`config.mk`:
```
export PLATFORM = sky130hd
export DESIGN_NAME = pool_window_feeder
export DESIGN_NICKNAME = d
export VERILOG_FILES = /design/src/rtl/pool_window_feeder.sv
export SDC_FILE = /design/constraint.sdc
export NUM_CORES = 1
export LEC_CHECK = 0
export ABC_CLOCK_PERIOD_IN_PS = 6600
export CORE_AREA = 2 2 166 168
export CTS_CLUSTER_DIAMETER = 100
export DETAILED_ROUTE_END_ITERATION = 8
export DIE_AREA = 0 0 168 170
export PLACE_DENSITY = 0.6
export SYNTH_ARGS = -nofsm -noshare
export SYNTH_HDL_FRONTEND = slang
export SYNTH_SLANG_ARGS = --single-unit
```
`constraint.sdc`:
```
create_clock -name clk -period 6.6 [get_ports clk]
set_input_delay 0.99 -clock clk [delete_from_list [all_inputs] [get_ports clk]]
set_output_delay 0.99 -clock clk [all_outputs]
set_load 0.05 [all_outputs]
```
`src/rtl/pool_window_feeder.sv`:
```
// pool_window_feeder: walks a feature map in 2x2 stride-2 windows, hands each
// window to the pooling unit and writes the pooled pixel back as a row-major map.
module pool_window_feeder #(
    parameter int unsigned DATA_W = 16,
    parameter int unsigned ADDR_W = 16,
    parameter int unsigned IMG_W  = 28,
    parameter int unsigned IMG_H  = 28
) (
    input  logic              clk,
    input  logic              rst,
    input  logic              go,
    input  logic [ADDR_W-1:0] base_in_addr,
    input  logic [ADDR_W-1:0] base_out_addr,
    output logic              mem_rd_en,
    output logic [ADDR_W-1:0] mem_rd_addr,
    input  logic [DATA_W-1:0] mem_rd_data,
    output logic [DATA_W-1:0] win_00,
    output logic [DATA_W-1:0] win_01,
    output logic [DATA_W-1:0] win_10,
    output logic [DATA_W-1:0] win_11,
    output logic              pool_start,
    input  logic              pool_finish,
    input  logic [DATA_W-1:0] pool_pixel,
    output logic              mem_wr_en,
    output logic [ADDR_W-1:0] mem_wr_addr,
    output logic [DATA_W-1:0] mem_wr_data,
    output logic              busy,
    output logic              done
);

    localparam int unsigned CW     = $clog2(IMG_W + 1);
    localparam int unsigned RW     = $clog2(IMG_H + 1);
    localparam int unsigned C_LAST = IMG_W - 2;
    localparam int unsigned R_LAST = IMG_H - 2;
    localparam logic [ADDR_W-1:0] ROW_STRIDE  = ADDR_W'(IMG_W);
    localparam logic [ADDR_W-1:0] ROW_STRIDE2 = ADDR_W'(2 * IMG_W);

    typedef enum logic [3:0] {
        S_IDLE,
        S_RD0,
        S_RD1,
        S_RD2,
        S_RD3,
        S_CAP,
        S_START,
        S_WAIT,
        S_WRITE,
        S_FIN
    } state_t;

    state_t            state_q, state_d;
    logic [RW-1:0]     row_q, row_d;
    logic [CW-1:0]     col_q, col_d;
    // Address of pixel (row_q, 0); advanced by two map rows per window row.
    logic [ADDR_W-1:0] row_base_q, row_base_d;
    // Address of the next pooled output pixel.
    logic [ADDR_W-1:0] wr_ptr_q, wr_ptr_d;

    logic              rd_en_d, wr_en_d, start_d, busy_d, done_d;
    logic [ADDR_W-1:0] rd_addr_d, wr_addr_d;
    logic [DATA_W-1:0] wr_data_d;
    logic [DATA_W-1:0] win_00_d, win_01_d, win_10_d, win_11_d;
    logic              col_wrap, row_wrap;

    // Address of a window pixel relative to the current row base and column.
    function automatic logic [ADDR_W-1:0] pix_addr(
        input logic [ADDR_W-1:0] row_base,
        input logic [CW-1:0]     col,
        input logic              dy,
        input logic              dx
    );
        logic [ADDR_W-1:0] row_off;
        row_off  = dy ? ROW_STRIDE : '0;
        pix_addr = row_base + row_off + ADDR_W'(col) + ADDR_W'(dx);
    endfunction

    // Next-state, counter and registered-output logic.
    always_comb begin
        state_d    = state_q;
        row_d      = row_q;
        col_d      = col_q;
        row_base_d = row_base_q;
        wr_ptr_d   = wr_ptr_q;
        rd_addr_d  = mem_rd_addr;
        wr_addr_d  = mem_wr_addr;
        wr_data_d  = mem_wr_data;
        win_00_d   = win_00;
        win_01_d   = win_01;
        win_10_d   = win_10;
        win_11_d   = win_11;
        col_wrap   = (32'(col_q) + 32'd2) > C_LAST;
        row_wrap   = (32'(row_q) + 32'd2) > R_LAST;

        case (state_q)
            S_IDLE: begin
                if (go) begin
                    state_d    = S_RD0;
                    row_d      = '0;
                    col_d      = '0;
                    row_base_d = base_in_addr;
                    wr_ptr_d   = base_out_addr;
                    rd_addr_d  = base_in_addr;
                end
            end
            S_RD0: begin
                state_d   = S_RD1;
                rd_addr_d = pix_addr(row_base_q, col_q, 1'b0, 1'b1);
            end
            S_RD1: begin
                state_d   = S_RD2;
                win_00_d  = mem_rd_data;
                rd_addr_d = pix_addr(row_base_q, col_q, 1'b1, 1'b0);
            end
            S_RD2: begin
                state_d   = S_RD3;
                win_01_d  = mem_rd_data;
                rd_addr_d = pix_addr(row_base_q, col_q, 1'b1, 1'b1);
            end
            S_RD3: begin
                state_d  = S_CAP;
                win_10_d = mem_rd_data;
            end
            S_CAP: begin
                state_d  = S_START;
                win_11_d = mem_rd_data;
            end
            S_START: begin
                // finish during START is ignored: the result belongs to WAIT
                state_d = S_WAIT;
            end
            S_WAIT: begin
                if (pool_finish) begin
                    state_d   = S_WRITE;
                    wr_data_d = pool_pixel;
                    wr_addr_d = wr_ptr_q;
                end
            end
            S_WRITE: begin
                wr_ptr_d = wr_ptr_q + ADDR_W'(1);
                if (col_wrap) begin
                    col_d      = '0;
                    row_d      = row_q + RW'(2);
                    row_base_d = row_base_q + ROW_STRIDE2;
                    state_d    = row_wrap ? S_FIN : S_RD0;
                end else begin
                    col_d   = col_q + CW'(2);
                    state_d = S_RD0;
                end
                if (state_d == S_RD0) begin
                    rd_addr_d = pix_addr(row_base_d, col_d, 1'b0, 1'b0);
                end
            end
            S_FIN: begin
                state_d = S_IDLE;
            end
            default: begin
                state_d = S_IDLE;
            end
        endcase

        rd_en_d = (state_d == S_RD0) || (state_d == S_RD1) ||
                  (state_d == S_RD2) || (state_d == S_RD3);
        wr_en_d = (state_d == S_WRITE);
        start_d = (state_d == S_START);
        done_d  = (state_d == S_FIN);
        busy_d  = (state_d != S_IDLE) && (state_d != S_FIN);
    end

    // State, counters and output registers; reset drops any pending write.
    always_ff @(posedge clk) begin
        if (rst) begin
            state_q     <= S_IDLE;
            row_q       <= '0;
            col_q       <= '0;
            row_base_q  <= '0;
            wr_ptr_q    <= '0;
            mem_rd_en   <= 1'b0;
            mem_rd_addr <= '0;
            win_00      <= '0;
            win_01      <= '0;
            win_10      <= '0;
            win_11      <= '0;
            pool_start  <= 1'b0;
            mem_wr_en   <= 1'b0;
            mem_wr_addr <= '0;
            mem_wr_data <= '0;
            busy        <= 1'b0;
            done        <= 1'b0;
        end else begin
            state_q     <= state_d;
            row_q       <= row_d;
            col_q       <= col_d;
            row_base_q  <= row_base_d;
            wr_ptr_q    <= wr_ptr_d;
            mem_rd_en   <= rd_en_d;
            mem_rd_addr <= rd_addr_d;
            win_00      <= win_00_d;
            win_01      <= win_01_d;
            win_10      <= win_10_d;
            win_11      <= win_11_d;
            pool_start  <= start_d;
            mem_wr_en   <= wr_en_d;
            mem_wr_addr <= wr_addr_d;
            mem_wr_data <= wr_data_d;
            busy        <= busy_d;
            done        <= done_d;
        end
    end

endmodule

```
Word level (Yosys, flattened, before mapping). Cells that the tools add are included.

$add $sub $neg: 12. Magnitude comparators: 2. Eq/ne operators: 20. Muxes and demuxes: 20. Reduce and logical (&&, ||, !) cells: 12.

Operators with widths (count): $mux 16 (5); $pmux 16 s5 (1); $pmux 16 s2 (2); $add 16x1->16 const B (3); $add 16x5->16 (3); $pmux 4 s9 (1); $eq 4x3->1 const B (6); $mux 4 (5); $mux 5 (4); $pmux 5 s2 (2); $add 16x5->16 const B (1); $add 16x6->16 const B (1); $eq 4x2->1 const B (4); $add 5x2->6 const B (2); $eq 4x1->1 const B (3); $eq 4x4->1 const B (3); $gt 6x5->1 const B (2); $add 5x2->5 const B (2); $ne 2x2->1 const B (3); $reduce_and 3->1 (2); $reduce_bool 5->1 (1); $logic_not 4->1 (1); $ne 4x4->1 const B (1); $reduce_and 2->1 (2); 4 further kinds (6).

Register bits: 163. Input bits: 68. Output and inout port bits: 117. Logic and storage cells: 83.

Depth between registers and ports, before layout. Gate-level depths: netlist of run 1.

Word-level depth: 10. Depth in mapped cells: 16. Mapped depth without buffers: 15.

Worst setup path before layout of run 1. No wires, ideal clock.

Kind: register to register. Start: reg col_q[1]. End: reg mem_rd_addr[10]. Library setup time: 115 ps. Data arrival time: 3521 ps. Data required time: 6485 ps. Setup slack: 2965 ps. Stages on the path, launching flop included: 15. Buffers on the path: 0. Clock period less this slack: 3635 ps. Cell sequence: dfxtp_1 > ha_1 > o21bai_1 > a21o_1 > a21oi_1 > nor2_1 > xnor2_1 > ha_1 > nand2_1 > a2111oi_0 > nor2_1 > nor4_2 > and4_4 > o31ai_1 > o21a_1.

Cells in the longest elaborated chain, start to end: 7. Elaborated cells on any way between the ends: 19. Classes of those cells: add/sub: 7; order compare: 1; eq/ne: 2; mux: 8; reduce/logical: 1.

RTL lines: start, declared (line 53) `logic [CW-1:0] col_q, col_d;`; start signal, assigned (line 192) `col_q <= col_d;`; $add 5x2->6 (line 91) `col_wrap = (32'(col_q) + 32'd2) > C_LAST;`; $gt 6x5->1 (line 91); $mux 16, or another cell as far along (line 140) `if (col_wrap) begin`; $mux 16, or another cell as far along (line 94) `case (state_q)`; $add 16x5->16 / $eq 4x1->1 (equally long branches) (line 74, 149); $mux 16 / $ne 2x2->1 (equally long branches); $pmux 16 s5 / $reduce_and 3->1 (equally long branches); end signal, assigned (line 196) `mem_rd_addr <= rd_addr_d;`; end, declared (line 15) `output logic [ADDR_W-1:0] mem_rd_addr,`.

Parallel ways exist; a longest one is shown, timed or not. The select of a mux whose other input is x is not followed. A chain may end at the register's enable or synchronous reset.

Final worst setup path of run 1.
Start: reg col_q[1]. End: reg mem_rd_addr[12].

The elaborated chain is that of the path after synthesis.

==> flow_summary.json, run 1 <==
{
  "status": "finished clean",
  "die_area_um2": 28600,
  "synthCells": 1231,
  "synth.distinct_cells": 83,
  "start_util_pct": 34.8,
  "wire_per_inst_um": 18.7,
  "cts_resized": 0,
  "dp_cells": 1684,
  "synth_top_area_cell": "dfxtp_1",
  "p_per_area_nw_per_um2": 242,
  "rows": 60,
  "cts_buffer_depth": 2,
  "nNetsFinal": 1457,
  "setup.worst_path.end_class": "flip-flop",
  "dr.pass1.iters": 5,
  "post-place-ws_ns": 2.13,
  "ff2ff_setup_slack_ns": 1.98,
  "antenna_found_initial": 1,
  "synth_ff_type": "dfxtp_1",
  "core_um2": 26700,
  "min_path_type": "reg -> reg",
  "tns_ns": 0,
  "setup_viol": 0,
  "layout-drive-gt1-share_pct": 5.89,
  "vias": 9512,
  "ys_warn_count": 0,
  "peakVddDrop_mv": 0.129,
  "rr_worst_depth": 13,
  "rr_startpoint": "col_q[1]",
  "hpwl_um": 22900,
  "vias_per_cell": 5.54,
  "cp.arrival_ns": 4.94,
  "setup_ws_ns": 1.98,
  "stdcell_count": 1717,
  "postCtsSetupBuffers": 0,
  "yosysMostFrequentCell": "nand2_1",
  "yosysTopAreaCellShare_pct": 35.0,
  "ys_seq_area_share_pct": 35.0,
  "fin_crit_sh_pct": 69.9,
  "synth_common_cells": "nand2_1 (268), dfxtp_1 (162), a21oi_1 (148), nor2_1 (90), clkbuf_1 (70)",
  "grt_pass1_wl_um": 50800,
  "worstReg2RegEnd": "mem_rd_addr[12]",
  "root_buffer": "clkbuf_16",
  "dieWidth_um": 168,
  "path_class": "reg -> reg",
  "ant_nets": 0,
  "grt_max_degree": 61,
  "clk_latency_ns": 0.44,
  "drt_iter0_drc": 939,
  "synth_edf_count": 0,
  "drt-total-wl_um": 32000,
  "die_h_um": 170,
  "synthArstFlopShare_pct": 0,
  "ios": 185,
  "syn-num-nets": 1326,
  "startpoint": "col_q[1]",
  "post-route-min-period_ns": 4.62,
  "slew_viol_final": 0,
  "path_clk_slew_ns": 0.08,
  "fmax_mhz": 217,
  "cts.sinks": 162,
  "track_usage_pct": 22.3,
  "timing.final.hold_violations": 0,
  "p_leak_nw": 4.03,
  "gp_congestion": 0.887,
  "cts_tree": "done",
  "max_cap_violations": 0,
  "route.detailed.drc": 0,
  "cp_max_fo": 10,
  "clock_skew_ns": 0.00962,
  "yosys_register_bits": 162,
  "rsz0062_at_grt": "false",
  "slew_headroom_pct": 23.3,
  "tightestPinTransition_ns": 1.15,
  "grt.overflow.total": 0,
  "cts_inserted_buffers": 17,
  "area_growth_pct": 28.5,
  "htree_levels": 4,
  "cts_hold_buf": 0,
  "syn_area_per_cell_um2": 7.53,
  "syn_area_um2": 9260,
  "start_kind": "flip-flop",
  "grt_pass1_vias": 9000,
  "endpoint": "mem_rd_addr[12]",
  "crit_required_ns": 6.92,
  "portBuffers": 184,
  "yosys-top-cells-area": "dfxtp_1 (35%), nand2_1 (11%), a21oi_1 (8.0%)"
}
==> cell usage in the layout, fill, tap and decap left out, drive strengths merged, types with 7 or more instances in the layout <==
| cell type | netlist | routed |
|---|---|---|
| ha | 23 | 23 |
| or3 | 9 | 9 |
| a21boi | 7 | 7 |
| o21ai | 49 | 49 |
| a311oi | 8 | 8 |
| clkdlybuf4s50 | 0 | 183 |
| inv | 26 | 35 |
| a31oi | 11 | 11 |
| clkbuf | 70 | 17 |
| a21o | 7 | 7 |
| a211oi | 15 | 15 |
| dfxtp | 162 | 162 |
| nand2b | 7 | 7 |
| a221oi | 24 | 24 |
| nor3 | 37 | 37 |
| nand4 | 13 | 13 |
| nor2b | 7 | 7 |
| nor2 | 91 | 91 |
| a22oi | 11 | 11 |
| nor4 | 13 | 13 |
| and2 | 9 | 9 |
| xnor2 | 29 | 29 |
| nand2 | 268 | 268 |
| a21oi | 149 | 149 |
| and3 | 14 | 14 |
| buf | 17 | 16 |
| o21a | 7 | 7 |
| nor3b | 10 | 10 |
| nand3 | 28 | 28 |
| xor2 | 18 | 18 |
| o211ai | 10 | 10 |
==> stage by stage <==
step | power [mW] | hold slack [ns] | utilization (%) | instance area (um2)
global placement | 1.86 | 0.441 | 42.4 | 11300
CTS | 2.89 | 0.456 | 44.6 | 11900
finish | 2.87 | 0.456 | 44.7 | 11900
global route | 3.01 | 0.471 | 44.6 | 11900
floorplan | 1.60 | 0.445 | - | 9260
detailed placement | 1.86 | 0.446 | 42.4 | 11300
==> how the worst min path moves through the flow <==
stage / from / end / slack, ns / depth (start not counted)
floorplan: wr_ptr_q[15] / mem_wr_addr[15] / 0.44 / 2
global placement: win_00[14] / win_00[14] / 0.44 / 2
detailed placement: win_01[2] / win_01[2] / 0.45 / 2
CTS: win_01[2] / win_01[2] / 0.46 / 2
global route: win_10[1] / win_10[1] / 0.47 / 2
finish: mem_wr_data[13] / mem_wr_data[13] / 0.46 / 2
==> power by group <==
part | total (mW) | switching [mW] | internal, mW | leakage, nW
sequential | 1.11 | 0.0708 | 1.04 | 1.32
combinational | 0.746 | 0.482 | 0.264 | 2.42
clock | 1.02 | 0.506 | 0.516 | 0.289
total | 2.87 | 1.06 | 1.82 | 4.03
==> layer usage <==
metal,GRT usage [%],up-vias,wire (um)
li1,-,4644,-
met1,29.9,4473,14400
met2,35.7,361,14600
met3,5.40,34,2430
met4,6.16,0,582
met5,0,-,0
==> sequential cells by signal, indices dropped and copies added, names as in the netlist, 5 cells and up <==
| name | count |
|---|---|
| win_11 | 16 |
| win_01 | 16 |
| win_00 | 16 |
| col_q | 5 |
| mem_rd_addr | 16 |
| wr_ptr_q | 16 |
| mem_wr_addr | 16 |
| win_10 | 16 |
| row_base_q | 16 |
| mem_wr_data | 16 |
==> logic make-up (layout without fill, tap and decap cells) <==
family,Yosys count,after routing,share of synthesized area (%)
XOR/XNOR,47,47,4.52
other,0,1,0
AND/OR/NAND/NOR,526,526,26.2
flip-flops,162,162,35.0
buffers and inverters,113,257,4.90
AO/OA/AOI/OAI,351,351,24.9
multiplexers,3,3,0.338
adder cells (fa/ha/maj),29,29,4.19
==> worst max-delay path, cell delays in order, from the launching register on <==
cell and delay [ns]:
dfxtp_1 0.42, ha_1 0.35, xnor2_1 0.55, a21oi_1 0.20, nor2_1 0.58, xnor2_1 0.14, ha_1 0.35, nand2_1 0.11
a2111oi_0 0.43, nor2_1 0.16, nor4_2 0.63, nand3_1 0.18, xnor2_1 0.19, a31o_1 0.22
==> area by class of cell <==
| type | instances | area (um2) |
|---|---|---|
| diodes | 1 | 2.50 |
| multi-input cells | 956 | 5580 |
| clock buffers | 17 | 425 |
| inverters | 26 | 97.6 |
| fillers | 2648 | 14700 |
| repair buffers | 199 | 1950 |
| well taps | 341 | 427 |
| flip-flops and latches | 162 | 3240 |
| clock inverters | 15 | 176 |
No activity file was read; power rests on OpenSTA's default activity.
==> inputs of run 2 (changes only) <==
- ABC_CLOCK_PERIOD_IN_PS: 6600 -> 4500
- clock period: 6.6 -> 4.5 ns (I/O delays scaled with it)
==> run 2 against run 1 <==
Sequential share of layout area fell by 0.19 points. Via count rose by 0.49%. Fmax rose by 11%. Wire length rose by 0.90%. Worst hold slack got worse by 0.0025 ns. First-iteration DRC count fell by 13%. Clock power rose by 46%. Total power rose by 47%. Utilization rose by 0.31 points. Flip-flop and latch count did not move. Critical path depth rose by 2. Critical path type unchanged. Critical endpoint is now mem_rd_addr[15]. Highest routed layer unchanged.
==> flow_summary.json, run 2 (same netlist as run 1, synthesis figures left out) <==
{
  "rsz0062_at_grt": "false",
  "slew_viol_final": 0,
  "stdcell_count": 1725,
  "start_util_pct": 34.8,
  "setup.worst_path.end_class": "flip-flop",
  "grt_busiest_layer": "met2",
  "path_class": "reg -> reg",
  "hpwl_um": 23000,
  "layout_commonest_cell": "nand2_1",
  "p_per_area_nw_per_um2": 352,
  "num-fill-cells": 2655,
  "root_buffer": "clkbuf_16",
  "dieWidth_um": 168,
  "nNetsFinal": 1466,
  "cts.sinks": 162,
  "dr.pass1.iters": 6,
  "rows": 60,
  "min_path_type": "reg -> reg",
  "track_usage_pct": 22.2,
  "drt_iter0_drc": 814,
  "crit_path_cell_trace": "ha_1 > o21bai_1 > a21oi_4 > o21ai_1 > nand2_1 > nor2_1 > a21oi_1 > ha_1 > nand2_1 > a2111oi_0 > nor2_1 > nor4_4 > nand4_1 > mux2_2 > a311oi_2",
  "power_mw": 4.21,
  "vias": 9559,
  "cts_buffer_depth": 2,
  "core_um2": 26700,
  "antenna_cells": 0,
  "die_h_um": 170,
  "portBuffers": 184,
  "max_cap_violations": 0,
  "layout-drive-gt1-share_pct": 6.50,
  "path_clk_slew_ns": 0.08,
  "grt_pass1_vias": 8941,
  "crit_required_ns": 4.84,
  "gp_congestion": 0.912,
  "cts_inserted_buffers": 17,
  "cp_max_fo": 9,
  "cp_num_buf_inv": 0,
  "clock_skew_ns": 0.00989,
  "drt-total-wl_um": 32300,
  "cts_tree": "done",
  "dpl_cell_area_um2": 11400,
  "grt.overflow.total": 0,
  "vias_per_cell": 5.54,
  "regArea_um2": 3240,
  "p_leak_nw": 4.08,
  "tns_ns": 0,
  "area_growth_pct": 29.4,
  "slew_headroom_pct": 8.75,
  "start_kind": "flip-flop",
  "fmax_mhz": 241,
  "peakVddDrop_mv": 0.193,
  "antenna_found_initial": 0,
  "grt_pass1_wl_um": 50300,
  "htree_levels": 4,
  "ios": 185,
  "wire_per_inst_um": 18.7,
  "ant_nets": 0,
  "multiInputGateArea_um2": 5580,
  "final_area_um2": 12000,
  "setup_viol": 0,
  "dp_cells": 1692,
  "clk_latency_ns": 0.43,
  "cts_hold_buf": 0,
  "critPathSlowestCell": "dfxtp_1",
  "fin_crit_sh_pct": 92.0,
  "cp_top_family": "compound AO/OA/AOI/OAI gates",
  "route.detailed.drc": 0,
  "post-route-min-period_ns": 4.14,
  "final_cell_mix": "nand2_1 (268), clkdlybuf4s50_1 (183), dfxtp_1 (162)",
  "use_met2_pct": 35.8,
  "status": "finished clean",
  "met1_usage_pct": 29.4,
  "die_area_um2": 28600,
  "grt_max_degree": 89,
  "timing.final.hold_violations": 0,
  "tightestPinTransition_ns": 1.36,
  "use_met3_pct": 5.47,
  "cpPeakStageDelay_ns": 0.45,
  "cp.arrival_ns": 4.48
}
[run 2: cell types whose count changed in the layout (fill, tap and decap cells not counted), sizes merged]
cell / change
inv: -2
diode: -1
buf: +9
clkinv: +2
[run 2: layout make-up]
cell class	count	share of cell area, %
Clock buffer	17	3.55
Clock inverter	15	1.51
Inverter	26	0.814
Multi-Input combinational cell	956	46.5
Sequential cell	162	27.1
Tap cell	341	3.56
Timing Repair Buffer	208	17.0
[run 2: final timing paths]
kind | end | depth (start not counted) | startpoint | slack [ns]
min | win_11[5] | 2 | win_11[5] | 0.45
max reg2reg | mem_rd_addr[15] | 15 | col_q[2] | 0.36
max | mem_rd_addr[15] | 15 | col_q[2] | 0.36
min reg2reg | win_11[5] | 2 | win_11[5] | 0.45
[run 2: metrics by stage]
stage	utilization, %	hold slack [ns]	setup WS (ns)
floorplan	-	0.445	0.865
global placement	42.7	0.441	0.531
detailed placement	42.7	0.446	0.429
CTS	44.9	0.456	0.371
global route	45.0	0.471	0.00982
finish	45.0	0.453	0.359
[run 2: where the power goes]
| group | leakage [nW] | switching [mW] | internal, mW | total (mW) |
|---|---|---|---|---|
| clock network | 0.287 | 0.736 | 0.754 | 1.49 |
| registers | 1.32 | 0.101 | 1.52 | 1.62 |
| logic | 2.47 | 0.716 | 0.389 | 1.10 |
[run 2: worst min-delay path: stages, from the launching register on]
cell and delay [ns]:
dfxtp_1 0.31, nand2_1 0.05, a21oi_1 0.05
[run 2: routing by layer]
metal	part of all wire, %	vias up
li1	-	4667
met1	45	4512
met2	45	329
met3	7.6	51
met4	2.4	0
met5	0	-
[run 2: repair_timing]
item,CTS,global route
gates resized for setup,0,0
setup endpoints to repair,0,1
setup buffers,0,1
